`src/rtl/prio_scan_encoder.sv`:
```
// MSB-first priority scan: accepts a request vector and emits one beat per set bit, highest index first.
// Optional PRIO_SCAN_CNT_EN adds out_cnt, the number of bits still pending including the current beat.
module prio_scan_encoder #(
  parameter int N = 8,
  parameter int W = 3
) (
  input  logic         clk,
  input  logic         rst,
  input  logic [N-1:0] in_data,
  input  logic         in_valid,
  output logic         in_ready,
  output logic [W-1:0] out_idx,
  output logic         out_valid,
  input  logic         out_ready,
  output logic         out_last,
  output logic         out_empty
`ifdef PRIO_SCAN_CNT_EN
  ,
  output logic [W:0]   out_cnt
`endif
);

  typedef enum logic {
    IDLE,
    EMIT
  } state_t;

  state_t         state_q, state_d;
  logic [N-1:0]   pending_q, pending_d;
  logic [W-1:0]   hi_idx;
  logic [W:0]     pop;

  // Highest set bit and population count of the pending vector.
  always_comb begin
    hi_idx = '0;
    pop    = '0;
    for (int unsigned i = 0; i < unsigned'(N); i++) begin
      if (pending_q[i]) begin
        hi_idx = i[W-1:0];
        pop    = pop + (W+1)'(1);
      end
    end
  end

  // Outputs come only from state_q/pending_q; an empty beat is EMIT with nothing pending.
  always_comb begin
    in_ready  = (state_q == IDLE);
    out_valid = (state_q == EMIT);
    out_idx   = out_valid ? hi_idx : '0;
    out_empty = out_valid && (pending_q == '0);
    out_last  = out_valid && (pop <= (W+1)'(1));
  end

`ifdef PRIO_SCAN_CNT_EN
  always_comb begin
    out_cnt = out_valid ? pop : '0;
  end
`endif

  always_comb begin
    state_d   = state_q;
    pending_d = pending_q;
    case (state_q)
      IDLE: begin
        if (in_valid) begin
          pending_d = in_data;
          state_d   = EMIT;
        end
      end
      EMIT: begin
        if (out_ready) begin
          pending_d[hi_idx] = 1'b0;
          if (out_last) begin
            state_d = IDLE;
          end
        end
      end
      default: state_d = IDLE;
    endcase
  end

  always_ff @(posedge clk or posedge rst) begin
    if (rst) begin
      state_q   <= IDLE;
      pending_q <= '0;
    end else begin
      state_q   <= state_d;
      pending_q <= pending_d;
    end
  end

endmodule

```
`config.mk`:
```
export PLATFORM = sky130hd
export DESIGN_NAME = prio_scan_encoder
export DESIGN_NICKNAME = d
export VERILOG_FILES = /design/src/rtl/prio_scan_encoder.sv
export SDC_FILE = /design/constraint.sdc
export NUM_CORES = 1
export LEC_CHECK = 0
export ABC_CLOCK_PERIOD_IN_PS = 6150
export CORE_ASPECT_RATIO = 0.6
export CORE_MARGIN = 5
export CORE_UTILIZATION = 45
export DETAILED_ROUTE_END_ITERATION = 10
export PLACE_DENSITY = 0.69
export RECOVER_POWER = 100
export SETUP_SLACK_MARGIN = 0.2
export SLEW_MARGIN = 20
export SYNTH_ARGS = -nofsm -noshare
export SYNTH_HDL_FRONTEND = slang
export SYNTH_SLANG_ARGS = --single-unit
```
`constraint.sdc`:
```
create_clock -name clk -period 6.15 [get_ports clk]
set_input_delay 1.23 -clock clk [delete_from_list [all_inputs] [get_ports clk]]
set_output_delay 1.23 -clock clk [all_outputs]
set_load 0.02 [all_outputs]
```
==> summary.md <==
| Metric | Value |
|---|---|
| Synth area leaders | dfrtp_1, ha_1, nand2_1 |
| N_diodes | 0 |
| Routed len/inst | 15.2 um |
| Number of global-route vias before repair | 1073 |
| Post-synth cell types | between 40 and 50 |
| Unrepaired setup endpoints after global routing | no |
| GP Congestion | around 0.8 |
| CTS Buf Count | 3 |
| Number of synthesized flops with an enable pin | 0 |
| Dpl hpwl | about 2200 um |
| Worst Tran Pin Value | ~0.85 ns |
| Post-Syn Instances | ~140 |
| I/O Buffers | 18 |
| Htree depth | 1 |
| Final instance area | between 0.001 and 0.0015 mm2 |
| Area leader, netlist | dfrtp_1 |
| Area after DPL | approximately 0.0013 mm2 |
| Initial core utilization | 0.460 |
| Drc violations | 0 |
| Clk_skew | about 0.0032 ns |
| Non-filler instance count after layout | 193 |
| Most common cell in the netlist | nand2_1 |
| Crit. End Element | output pin |
| Top cells by count, synth | nand2_1, inv_1, dfrtp_1 |
| Post-synth top area share | 0.200 |
| Endpoints failing setup | 0 |
| Placed Cells | ~180 |
| Status | completed |
| Post-Route Utilization | 0.592 |
| Required time worst endpoint | 4.92 ns |
| FMAX | ~170 MHz |
| Hold_buf cts | 0 |
| Multi-input gate area | roughly 860 um2 |
| Register area | 225 um2 |
| YS warnings | 0 |
| Die footprint | 0.00364 mm2 |
| Rows | 14 |
| Synthesized net count | ~160 |
| DR vias/cell | between 5 and 6 |
| Overall routing resource usage | 0.162 |
| Via Count | 1097 |
| Max_slew headroom | 0.432 |
| CP Launch Type | flip-flop |
| Detailed Route Iter0 Violations | 51 |
| Synth-to-Final Area Change | 28.6% |
| Critical path type | reg -> out |
| GRT overflow | 0 |
| Crit path time final | 5.80 ns |
| Mean Syn Cell Area | between 8 and 9 um2 |
| Post-synthesis register bit count | 9 |
| Cell depth of the worst flop-to-flop path | 24 |
| Ys flop type | dfrtp_1 |
| Filler cells | ~240 |
| Die width | approximately 75 um |
| Layout cells sized above 1 | 0.186 |
| Worst-path fanout max | 3 |
| # IOs | 19 |
| Remaining antenna violation count | 0 |
| Die Y | around 49 um |
| Largest net degree at the start of global routing | 15 |
| Hold Path Class | reg -> reg |
| Clk root buf | clkbuf_8 |
| Nets@finish | roughly 180 |
| Final Hold Vio Count | 0 |
| Tcrit/Tclk final | 0.942 |
| Sequential-to-total area share from yosys stat | 0.200 |
| Worst skew pair latency | 0.23 ns |
| Max-Cap Viols | 0 |
| Data arrival, critical path | 4.57 ns |
| First-pass GRT wire length | between 4000 and 5000 um |
| Final WL | approximately 2900 um |
| Ys async rst share | 1.00 |
| Core ar. | between 0.002 and 0.0025 mm2 |
| CTS tree | yes |
| Initial antenna violation count | 0 |
| Clock edge transition at the registers on the reported setup and hold paths | around 0.050 ns |
| Final Max Tran Viols | 0 |
| Bufs on Longest Clock Path | 2 |
| DR pass1 iterations | 4 |
| Num Clock Sinks | 9 |
| Hold Path Cell Cnt | 3 |
| Syn Std Cell Area | ~0.0011 mm2 |
==> area by class of cell <==
| class | instances | area share |
|---|---|---|
| inverter | 12 | 0.0310 |
| tap | 32 | 0.0276 |
| clock buffer | 4 | 0.0310 |
| timing repair buffer | 26 | 0.164 |
| sequential | 9 | 0.155 |
| multi-input combinational | 110 | 0.591 |
==> worst max-delay path, cell delays in order, from the launching register on <==
cell and delay (ns):
dfrtp_1 0.41, inv_2 0.10, ha_4 0.21, xnor2_2 0.15
inv_1 0.09, ha_4 0.28, nor2b_2 0.04, a31oi_2 0.18
ha_1 0.30, nand2_2 0.11, nand2_1 0.07, ha_1 0.27
nand2_1 0.07, o21a_1 0.15, nand2_1 0.07, ha_1 0.29
nor2_1 0.04, a31oi_1 0.24, ha_1 0.20, xnor3_1 0.39
o32ai_2 0.12, inv_1 0.10, a211oi_2 0.24, buf_4 0.19
==> cells in the final DEF, fill, tap and decap left out, types with 3 or more instances in the layout <==
| cell type | instances |
|---|---|
| ha_1 | 6 |
| a31oi_1 | 3 |
| nand3_1 | 4 |
| o21bai_1 | 3 |
| a21oi_1 | 8 |
| clkdlybuf4s50_1 | 9 |
| buf_4 | 9 |
| clkbuf_8 | 3 |
| o21ai_0 | 7 |
| xnor2_1 | 4 |
| nor2_1 | 6 |
| inv_1 | 10 |
| dlygate4sd3_1 | 8 |
| dfrtp_1 | 9 |
| nand2_1 | 18 |
| a21o_1 | 6 |
| nand2b_1 | 3 |
==> stage by stage <==
| stage | setup TNS (ns) | hold slack [ns] | worst slack, ns |
|---|---|---|---|
| floorplan | 0 | 0.605 | 0.525 |
| global placement | 0 | 0.652 | 0.0789 |
| detailed placement | -0.0773 | 0.640 | -0.0773 |
| CTS | 0 | 0.654 | 0.250 |
| global route | 0 | 0.699 | 0.0558 |
| finish | 0 | 0.665 | 0.355 |
==> sequential cells by signal, summed over array words and instances, names as in the netlist <==
register and flops:
out_valid 1, pending_q 8
==> logic make-up after synthesis <==
logic type                 Yosys count  synth area share
DFF                                  9             0.200
xor gates and xnor gates            11             0.145
buffers and inverters               20            0.0831
adders and majority gates            8            0.0887
muxes                                1           0.00887
AOI/OAI and AO/OA                   45             0.273
and+or+nand+nor                     45             0.202
==> routing by layer <==
layer / track usage / routed length, um
met5: 0 / 0
met1: 0.233 / 1400
met2: 0.248 / 1390
met4: 0.0444 / 15
met3: 0.0267 / 127
==> what timing repair did <==
item | in CTS | in global routing
setup endpoints to repair | 1 | 1
pin swaps | 0 | 2
setup buffers | 2 | 3
gates resized for setup | 7 | 9
gates cloned | 0 | 0
==> path summary, 6_finish.rpt <==
check | from | to | slack, ns
max in group asynchronous | rst | out_valid | 4.48
max | pending_q[1] | out_last | 0.35
min | pending_q[0] | pending_q[0] | 0.67
max reg2reg | pending_q[1] | out_valid | 1.50
min in group asynchronous | rst | pending_q[1] | 1.40
min reg2reg | pending_q[0] | pending_q[0] | 0.67
Power is not shown: default switching activity piles up to over one toggle a cycle in this logic, so the estimate is an artifact.
